===== config.mk =====
export PLATFORM = sky130hd
export DESIGN_NAME = frame_stream_reader
export DESIGN_NICKNAME = d
export VERILOG_FILES = /design/src/rtl/frame_stream_reader_pkg.sv /design/src/rtl/pixel_beat_fifo.sv /design/src/rtl/frame_stream_reader.sv
export SDC_FILE = /design/constraint.sdc
export NUM_CORES = 1
export LEC_CHECK = 0
export CAP_MARGIN = 20
export CELL_PAD_IN_SITES_DETAIL_PLACEMENT = 0
export CELL_PAD_IN_SITES_GLOBAL_PLACEMENT = 2
export CORE_ASPECT_RATIO = 0.6
export CORE_MARGIN = 4
export CORE_UTILIZATION = 42
export DETAILED_ROUTE_END_ITERATION = 12
export PLACE_DENSITY_LB_ADDON = 0.1
export SETUP_SLACK_MARGIN = 0.15
export SYNTH_ARGS = -nofsm -noshare
export SYNTH_HDL_FRONTEND = slang
export SYNTH_SLANG_ARGS = --single-unit

===== constraint.sdc =====
create_clock -name clk -period 3 [get_ports clk]
set_clock_uncertainty 0.15 [all_clocks]
set_input_delay 0.3 -clock clk [delete_from_list [all_inputs] [get_ports clk]]
set_output_delay 0.3 -clock clk [all_outputs]
set_load 0.02 [all_outputs]

===== src/rtl/frame_stream_reader_pkg.sv =====
// rtl/frame_stream_reader_pkg.sv - shared state encoding, dimensions and helpers for the frame reader
package frame_stream_reader_pkg;

  typedef enum logic [1:0] {
    IDLE  = 2'd0,
    READ  = 2'd1,
    DRAIN = 2'd2
  } rd_state_t;

  localparam int DEF_N = 480;
  localparam int DEF_M = 320;

  // Ceiling log2, never below 1 so derived vectors always have a bit.
  function automatic int clog2(input int v);
    int r;
    r = 0;
    while ((1 << r) < v) r++;
    return (r < 1) ? 1 : r;
  endfunction

  localparam int DEF_X_W = clog2(DEF_M);
  localparam int DEF_Y_W = clog2(DEF_N);

  typedef struct packed {
    logic               eof;
    logic               eol;
    logic               sof;
    logic [DEF_Y_W-1:0] y;
    logic [DEF_X_W-1:0] x;
    logic [7:0]         data;
  } pix_beat_t;

endpackage


===== src/rtl/pixel_beat_fifo.sv =====
// rtl/pixel_beat_fifo.sv - synchronous FIFO of tagged pixel beats with occupancy count
module pixel_beat_fifo
  import frame_stream_reader_pkg::*;
#(
  parameter int W     = 21,
  parameter int DEPTH = 4,
  parameter int CNT_W = 3
) (
  input  logic             clk,
  input  logic             rst,
  input  logic             flush,
  input  logic             push,
  input  logic [W-1:0]     push_beat,
  input  logic             pop,
  output logic [W-1:0]     head,
  output logic [CNT_W-1:0] count
);

  localparam int PW = clog2(DEPTH);

  logic [W-1:0]  mem [DEPTH];
  logic [PW-1:0] wr_ptr;
  logic [PW-1:0] rd_ptr;

  always_ff @(posedge clk or posedge rst) begin
    if (rst) begin
      wr_ptr <= '0;
      rd_ptr <= '0;
      count  <= '0;
    end else if (flush) begin
      wr_ptr <= '0;
      rd_ptr <= '0;
      count  <= '0;
    end else begin
      if (push) wr_ptr <= wr_ptr + 1'b1;
      if (pop)  rd_ptr <= rd_ptr + 1'b1;
      case ({push, pop})
        2'b10:   count <= count + 1'b1;
        2'b01:   count <= count - 1'b1;
        default: count <= count;
      endcase
    end
  end

  // Storage needs no reset: nothing reads an entry before it is written.
  always_ff @(posedge clk) begin
    if (push && !flush) mem[wr_ptr] <= push_beat;
  end

  assign head = mem[rd_ptr];

endmodule


===== src/rtl/frame_stream_reader.sv =====
// rtl/frame_stream_reader.sv - raster-order frame memory reader presenting a ready/valid pixel stream
module frame_stream_reader
  import frame_stream_reader_pkg::*;
#(
  parameter int N      = DEF_N,
  parameter int M      = DEF_M,
  parameter int ADDR_W = 18,
  parameter int DEPTH  = 4
) (
  input  logic                clk,
  input  logic                rst,
  input  logic                start,
  input  logic                abort,
  output logic                busy,
  output logic                done,
  output logic                mem_rd_en,
  output logic [ADDR_W-1:0]   mem_addr,
  input  logic [7:0]          mem_rd_data,
  output logic [7:0]          pix_data,
  output logic [clog2(M)-1:0] pix_x,
  output logic [clog2(N)-1:0] pix_y,
  output logic                pix_sof,
  output logic                pix_eol,
  output logic                pix_eof,
  output logic                pix_valid,
  input  logic                pix_ready
);

  localparam int XW    = clog2(M);
  localparam int YW    = clog2(N);
  localparam int CNT_W = clog2(DEPTH) + 1;
  localparam logic [ADDR_W-1:0] LAST_ADDR = ADDR_W'(N * M - 1);
  localparam logic [XW-1:0]     X_LAST    = XW'(M - 1);

  typedef struct packed {
    logic          eof;
    logic          eol;
    logic          sof;
    logic [YW-1:0] y;
    logic [XW-1:0] x;
    logic [7:0]    data;
  } beat_t;

  rd_state_t         state, state_nxt;
  logic [ADDR_W-1:0] addr;
  logic [XW-1:0]     x_cnt;
  logic [YW-1:0]     y_cnt;
  logic              inflight;
  logic              tag_eof, tag_eol, tag_sof;
  logic [XW-1:0]     tag_x;
  logic [YW-1:0]     tag_y;
  logic              issue, accept_start, pop;
  logic [CNT_W-1:0]  count;
  beat_t             push_beat, head;

  always_comb begin
    state_nxt    = state;
    issue        = 1'b0;
    done         = 1'b0;
    accept_start = 1'b0;
    case (state)
      IDLE: if (start) begin
        accept_start = 1'b1;
        state_nxt    = READ;
      end
      // Credits cover both queued beats and the read still in flight.
      READ: if ((count + CNT_W'(inflight)) < CNT_W'(DEPTH)) begin
        issue = 1'b1;
        if (addr == LAST_ADDR) state_nxt = DRAIN;
      end
      DRAIN: if (!inflight && count == '0) begin
        done      = 1'b1;
        state_nxt = IDLE;
      end
      default: state_nxt = IDLE;
    endcase
    if (abort) begin
      state_nxt    = IDLE;
      issue        = 1'b0;
      done         = 1'b0;
      accept_start = 1'b0;
    end
  end

  always_ff @(posedge clk or posedge rst) begin
    if (rst) begin
      state    <= IDLE;
      addr     <= '0;
      x_cnt    <= '0;
      y_cnt    <= '0;
      inflight <= 1'b0;
      tag_eof  <= 1'b0;
      tag_eol  <= 1'b0;
      tag_sof  <= 1'b0;
      tag_x    <= '0;
      tag_y    <= '0;
    end else begin
      state    <= state_nxt;
      inflight <= issue;
      if (issue) begin
        tag_x   <= x_cnt;
        tag_y   <= y_cnt;
        tag_sof <= (addr == '0);
        tag_eol <= (x_cnt == X_LAST);
        tag_eof <= (addr == LAST_ADDR);
      end
      if (accept_start) begin
        addr  <= '0;
        x_cnt <= '0;
        y_cnt <= '0;
      end else if (issue) begin
        addr <= (addr == LAST_ADDR) ? '0 : addr + 1'b1;
        if (x_cnt == X_LAST) begin
          x_cnt <= '0;
          y_cnt <= y_cnt + 1'b1;
        end else begin
          x_cnt <= x_cnt + 1'b1;
        end
      end
    end
  end

  assign push_beat = {tag_eof, tag_eol, tag_sof, tag_y, tag_x, mem_rd_data};

  pixel_beat_fifo #(
    .W     ($bits(beat_t)),
    .DEPTH (DEPTH),
    .CNT_W (CNT_W)
  ) u_fifo (
    .clk       (clk),
    .rst       (rst),
    .flush     (abort),
    .push      (inflight && !abort),
    .push_beat (push_beat),
    .pop       (pop),
    .head      (head),
    .count     (count)
  );

  assign busy      = (state != IDLE);
  assign mem_rd_en = issue;
  assign mem_addr  = addr;
  assign pix_valid = (count != '0);
  assign pop       = pix_valid && pix_ready;
  assign pix_data  = pix_valid ? head.data : 8'h00;
  assign pix_x     = pix_valid ? head.x    : '0;
  assign pix_y     = pix_valid ? head.y    : '0;
  assign pix_sof   = pix_valid && head.sof;
  assign pix_eol   = pix_valid && head.eol;
  assign pix_eof   = pix_valid && head.eof;

endmodule


==> flow_summary.json, run 1 <==
{
  "globalplace.congestion": 0.743,
  "setup_viol_count_final": 0,
  "syn_inst": 539,
  "critPathLaunchType": "flop",
  "worst-path-buf-inv": 2,
  "p_sw_mw": 2.23,
  "syn2layout_area_growth_pct": 20.6,
  "synth-edff-count": 116,
  "ys_warn_count": 0,
  "clk_pin_slew_worst_paths_ns": 0.07,
  "r2r_slack_ns": 0.44,
  "grt_pass1_vias": 4670,
  "worst_pin_slew_ns": 0.716,
  "diodes": 0,
  "critPathArrivalTime_ns": 2.32,
  "path_cells": "buf_12 > mux4_2 > and2_1 > clkdlybuf4s50_1",
  "synth.area.top_cells": "edfxtp_1 45%, dfrtp_1 22%, mux4_2 8.4%",
  "rr_endpoint": "mem_addr[7]$_DFFE_PP0P_",
  "crit_path_max_fanout": 8,
  "antenna_left": 0,
  "drive_gt1_frac": 0.160,
  "rsz0062_at_grt": "true",
  "ys_seq_area_frac": 0.663,
  "ios": 64,
  "vias": 4506,
  "hold_violations": 0,
  "synth.avg_cell_area_sq_um": 14.4,
  "clock_path_buffers": 2,
  "rr_worst_depth": 5,
  "synth_nets": 561,
  "first_iter_violations": 341,
  "n_fill_cell": 1547,
  "worstSetupPathType": "reg2out",
  "leakage_nw": 3.69,
  "final_max_slew_viol_count": 0,
  "wire_per_inst_microns": 18.2,
  "antenna_found_initial": 0,
  "dieArea_sq_um": 20800,
  "max_freq_ghz": 0.360,
  "synth_top_cell_area_share": 0.448,
  "grt_first_pass_wirelength_mm": 25.8,
  "powerDensity_nw_per_um2": 762,
  "drc": 0,
  "cap_violations": 0,
  "crit_path_end_kind": "output pin",
  "critPathCapture": "pix_x[6]",
  "grt_max_degree": 46,
  "r2r-start": "mem_addr[2]$_DFFE_PP0P_",
  "ys_ff_latch": 183,
  "slowest_delay_ns": 0.55,
  "layout_common_cells": "116 x edfxtp_1, 71 x nand2_1, 65 x dfrtp_1, 47 x clkdlybuf4s50_1, 42 x nor2_1",
  "cts_sinks": 183,
  "initial_utilization": 0.430,
  "cts_tree": "yes",
  "grt-ovfl-total": 0,
  "critical_path_required_ns": 2.55,
  "clockPowerShare": 0.302,
  "die_h_microns": 113,
  "ir_worst_vdd_mv": 0.402,
  "status": "finished, final reports clean",
  "dp_hpwl_mm": 10.2,
  "final_common_cell": "edfxtp_1",
  "wl_mm": 15.8,
  "numCtsBuffers": 17,
  "min_path_type": "in2async",
  "period_minus_slack_ns": 2.77,
  "finalSetupTns_ns": 0,
  "p_comb_frac": 0.285,
  "path_depth": 4,
  "critical_path.slowest_cell": "mux4_2",
  "p_sw_frac": 0.311,
  "viasPerCell": 5.20,
  "relSlewSlack": 0.518,
  "critical_path.top_delay_family": "buffers and inverters",
  "clock_latency_ns": 0.42,
  "fin_util": 0.518,
  "die_w_microns": 184,
  "synth.distinct_cells": 51,
  "ys.flop_type": "edfxtp_1",
  "fin_area_sq_um": 9390,
  "cts_root_buf": "clkbuf_16",
  "final_nets": 635,
  "crit_start": "u_fifo.rd_ptr[0]$_DFFE_PP0P_",
  "place_area_sq_um": 8760,
  "portBuffers": 63,
  "fin_hold_ws_ns": 0.111,
  "synth.largest_area_cell": "edfxtp_1",
  "p_int_mw": 4.93,
  "async_reset_ff_frac": 0.366,
  "core_area_sq_um": 18100,
  "htree_levels": 4,
  "rows": 38,
  "grt_usage": 0.159,
  "syn_area_sq_um": 7780,
  "finalCritPeriodShare": 0.925,
  "totalPowerFinal_mw": 7.16,
  "pwr-share-seq": 0.413,
  "dr.pass1.iters": 4
}
-- registers in the layout (all words and copies together) (netlist names) --
register       cells
tag_eol            1
tag_eof            1
u_fifo.mem       116
tag_y              9
u_fifo.rd_ptr      2
inflight           1
tag_sof            1
state              2
mem_addr          18
u_fifo.count       3
u_fifo.wr_ptr      2
x_cnt              9
y_cnt              9
tag_x              9
-- power by group through the flow --
stage          Combinational [mW]  Clock [mW]  Sequential [mW]
3_5_place_dp                 2.08           0             3.02
5_1_grt                      2.22        2.32             2.98
3_3_place_gp                 2.07           0             3.01
6_report                     2.04        2.16             2.96
4_1_cts                      2.11        2.21             2.96
2_1_floorplan                1.26           0             2.96
-- how the worst min path moves through the flow --
stage	from	to	slack [ns]	cells past startpoint
2_1_floorplan	mem_rd_data[0]	u_fifo.mem[0][0]$_DFFE_PP_	0.25	0
3_3_place_gp	tag_sof$_DFFE_PP0P_	u_fifo.mem[2][26]$_DFFE_PP_	0.35	0
3_5_place_dp	tag_sof$_DFFE_PP0P_	u_fifo.mem[1][26]$_DFFE_PP_	0.36	0
4_1_cts	rst	y_cnt[8]$_DFFE_PP0P_	0.12	2
5_1_grt	rst	y_cnt[8]$_DFFE_PP0P_	0.16	2
6_report	rst	y_cnt[8]$_DFFE_PP0P_	0.11	2
-- through the flow --
| stage | setup slack (ns) | instances |
|---|---|---|
| floorplan | 0.834 | 539 |
| global placement | 0.481 | 833 |
| detailed placement | 0.388 | 833 |
| CTS | 0.152 | 866 |
| global route | 0.147 | 866 |
| finish | 0.226 | 866 |
-- cell type report --
| class | instances | area (sq um) | share of cell area |
|---|---|---|---|
| Timing Repair Buffer | 79 | 837 | 0.0892 |
| Clock inverter | 15 | 150 | 0.0160 |
| Clock buffer | 17 | 425 | 0.0453 |
| Multi-Input combinational cell | 324 | 2480 | 0.264 |
| Sequential cell | 183 | 5160 | 0.550 |
| Inverter | 8 | 32.5 | 0.00347 |
| Tap cell | 240 | 300 | 0.0320 |
-- repair_timing --
item,in CTS,in global routing
resized for setup,3,16
buffers inserted,1,0
endpoints found under the setup margin,24,28
hold buffers,0,0
pin swaps,0,0
gates cloned,0,0
-- cells in the mapped netlist, types with 5 or more instances --
library cell and number:
edfxtp_1 116, nand2_1 71, dfrtp_1 67, nor2_1 42
and2_1 36, mux4_2 29, xor2_1 23, buf_2 14
nand3_1 12, a21oi_1 9, o21ai_0 9, xnor2_1 9
clkbuf_1 8, ha_1 8, nand4_1 8, inv_1 7
and3_1 6, o2111ai_1 6, o21ai_1 6, o211ai_2 5
-- cell families after synthesis --
family                   share of synthesized area
AO/OA/AOI/OAI                               0.0418
XOR/XNOR                                    0.0360
adder cells (fa/ha/maj)                     0.0154
buffers and inverters                       0.0199
flip-flops                                   0.663
multiplexers                                0.0908
AND/OR/NAND/NOR                              0.133
-- per-layer routing --
metal / vias to the layer above / GRT usage / routed length [microns]
li1: 2117 / - / -
met1: 2299 / 0.241 / 7760
met2: 78 / 0.236 / 7190
met3: 12 / 0.0382 / 699
met4: 0 / 0.0355 / 135
met5: - / 0 / 0
Power figures use the tool's default switching activity.
==> run 2: changes to the inputs <==
Settings changed: ABC_AREA set to 1, CORE_UTILIZATION 42 to 37.
==> flow_summary.json, run 2 <==
{
  "status": "finished, final reports clean",
  "synth-edff-count": 116,
  "largest_register_ffs": 116,
  "pre_cts_slack_ns": 0.343,
  "grt_pass1_vias": 5630,
  "numCtsBuffers": 17,
  "vias": 5950,
  "core_area_sq_um": 21300,
  "rows": 41,
  "cts_sinks": 183,
  "die_w_microns": 199,
  "ys_ff_latch": 183,
  "clock_latency_ns": 0.43,
  "syn2layout_area_growth_pct": 19.2,
  "critPathLaunchType": "flop",
  "period_minus_slack_ns": 2.78,
  "fin_hold_ws_ns": 0.113,
  "cts_root_buf": "clkbuf_16",
  "synth.distinct_cells": 35,
  "stdcell_count": 1188,
  "fin_ws_ns": 0.221,
  "synth_top_cell_area_share": 0.430,
  "crit_path_max_fanout": 28,
  "critical_path_required_ns": 2.55,
  "regArea_sq_um": 5160,
  "cap_violations": 0,
  "final_nets": 920,
  "globalplace.congestion": 0.881,
  "dp_hpwl_mm": 13.2,
  "antenna_found_initial": 0,
  "crit_path_end_kind": "output pin",
  "syn_area_sq_um": 8110,
  "clk_pin_slew_worst_paths_ns": 0.06,
  "grt-ovfl-total": 0,
  "dieArea_sq_um": 24400,
  "place_area_sq_um": 9090,
  "synth.top_cells.by_count": "168 x nor2_1, 134 x nand2_1, 116 x edfxtp_1",
  "grt_max_degree": 46,
  "finalCritPeriodShare": 0.926,
  "ios": 64,
  "viasPerCell": 5.01,
  "wire_per_inst_microns": 17.0,
  "worstSetupPathType": "reg2out",
  "layout_common_cells": "164 x nor2_1, 134 x nand2_1, 116 x edfxtp_1, 108 x o21ai_0, 66 x dfrtp_1",
  "synth.area.top_cells": "edfxtp_1 43%, dfrtp_1 21%, nor2_1 7.8%",
  "ys_warn_count": 0,
  "postCtsHoldBufs": 0,
  "synth.avg_cell_area_sq_um": 9.78,
  "critical_path.slowest_cell": "clkdlybuf4s50_1",
  "worst-path-buf-inv": 3,
  "initial_utilization": 0.381,
  "path_cells": "inv_2 > buf_4 > o21ai_0 > a21oi_1 > clkdlybuf4s50_1",
  "drive_gt1_frac": 0.0770,
  "portBuffers": 63,
  "antenna_left": 0,
  "worst_pin_slew_ns": 0.625,
  "cts_tree": "yes",
  "final_max_slew_viol_count": 0,
  "synth_nets": 851,
  "slowest_delay_ns": 0.62,
  "die_h_microns": 123,
  "multiInputGateArea_sq_um": 2530,
  "first_iter_violations": 403,
  "htree_levels": 4,
  "synth.largest_area_cell": "edfxtp_1",
  "critPathArrivalTime_ns": 2.33,
  "syn_inst": 829,
  "n_fill_cell": 2000,
  "rsz0062_at_grt": "true",
  "powerDensity_nw_per_um2": 731,
  "dr.pass1.iters": 6,
  "finalSetupTns_ns": 0,
  "fin_area_sq_um": 9660,
  "critical_path.top_delay_family": "buffers and inverters",
  "setup_viol_count_final": 0,
  "grt_first_pass_wirelength_mm": 31.8,
  "grt_usage": 0.171,
  "leakage_nw": 3.89,
  "synth_most_common_cell": "nor2_1",
  "min_path_type": "in2async",
  "diodes": 0,
  "path_depth": 5,
  "ir_worst_vdd_mv": 0.427,
  "clock_path_buffers": 2,
  "ys.flop_type": "edfxtp_1",
  "wl_mm": 20.2,
  "drc": 0,
  "final_common_cell": "nor2_1",
  "max_freq_ghz": 0.360,
  "hold_violations": 0,
  "ys_seq_area_frac": 0.637,
  "dp_cells": 1154,
  "relSlewSlack": 0.580,
  "rr_worst_depth": 11,
  "largest-register": "u_fifo.mem",
  "async_reset_ff_frac": 0.366
}
-- run 2: changes by cell type in the layout (fill, tap and decap cells not counted), moves of 17 or more --
cell	change
a21oi_1	+26
and2_1	-35
inv_1	+58
mux4_2	-29
nand2_1	+63
nand3_1	+22
nor2_1	+122
o21ai_0	+99
xor2_1	-17
-- run 2: kinds of logic after synthesis --
| logic type | count (synthesis) | synth area share |
|---|---|---|
| buffers and inverters | 103 | 0.0520 |
| XOR/XNOR | 7 | 0.00756 |
| adder cells (fa/ha/maj) | 9 | 0.0148 |
| flip-flops | 183 | 0.637 |
| AND/OR/NAND/NOR | 377 | 0.195 |
| AO/OA/AOI/OAI | 150 | 0.0942 |
-- run 2: path summary, 6_finish.rpt --
path	start	endpoint	slack [ns]
worst max-delay path	u_fifo.rd_ptr[0]$_DFFE_PP0P_	pix_data[5]	0.22
worst min-delay path	rst	u_fifo.wr_ptr[1]$_DFFE_PP0P_	0.11
worst max register to register	u_fifo.count[0]$_DFFE_PP0P_	u_fifo.count[2]$_DFFE_PP0P_	0.87
worst min register to register	tag_x[4]$_DFFE_PP0P_	u_fifo.mem[0][12]$_DFFE_PP_	0.37
max in group asynchronous	rst	u_fifo.rd_ptr[0]$_DFFE_PP0P_	2.03
min in group clk	mem_rd_data[2]	u_fifo.mem[3][2]$_DFFE_PP_	0.35
-- run 2: power by group --
part           internal (mW)  switching (mW)
registers               2.87           0.182
logic                  0.758            1.21
clock network           1.13           0.920
-- run 2: layout make-up --
cell class	count	area share
tap	279	0.0361
clock inverter	9	0.00842
multi-input combinational	543	0.262
inverter	69	0.0268
clock buffer	21	0.0456
timing repair buffer	84	0.0862
sequential	183	0.534
-- run 2: routing by layer --
layer  track usage  routed length, microns  vias up
li1              -                       -     2915
met3        0.0376                     960       17
met2         0.237                    8390      136
met1         0.269                   10600     2882
met4        0.0457                     170        0
met5             0                       0        -
-- run 2: through the flow --
| stage | power (mW) | utilization |
|---|---|---|
| after floorplan | 4.18 | - |
| after global placement | 5.07 | 0.427 |
| after detailed placement | 5.09 | 0.427 |
| after CTS | 7.14 | 0.452 |
| after global routing | 7.45 | 0.454 |
| final | 7.07 | 0.454 |
-- run 2: what timing repair did --
item                       in CTS  in global routing
hold endpoints to repair        0                  0
setup endpoints to repair      30                 23
gates resized for setup         8                  9
buffers inserted                1                  3
-- run 2: worst reg2reg max path, cell delays in order (launching register included) --
cell and delay, ns:
dfrtp_1 0.45, nor2_1 0.12, nand2_1 0.09, nand2_1 0.13
inv_1 0.07, nand2_1 0.11, inv_1 0.09, fa_1 0.38
xnor2_1 0.20, xor2_1 0.16, nand2_1 0.07, nand2_1 0.05
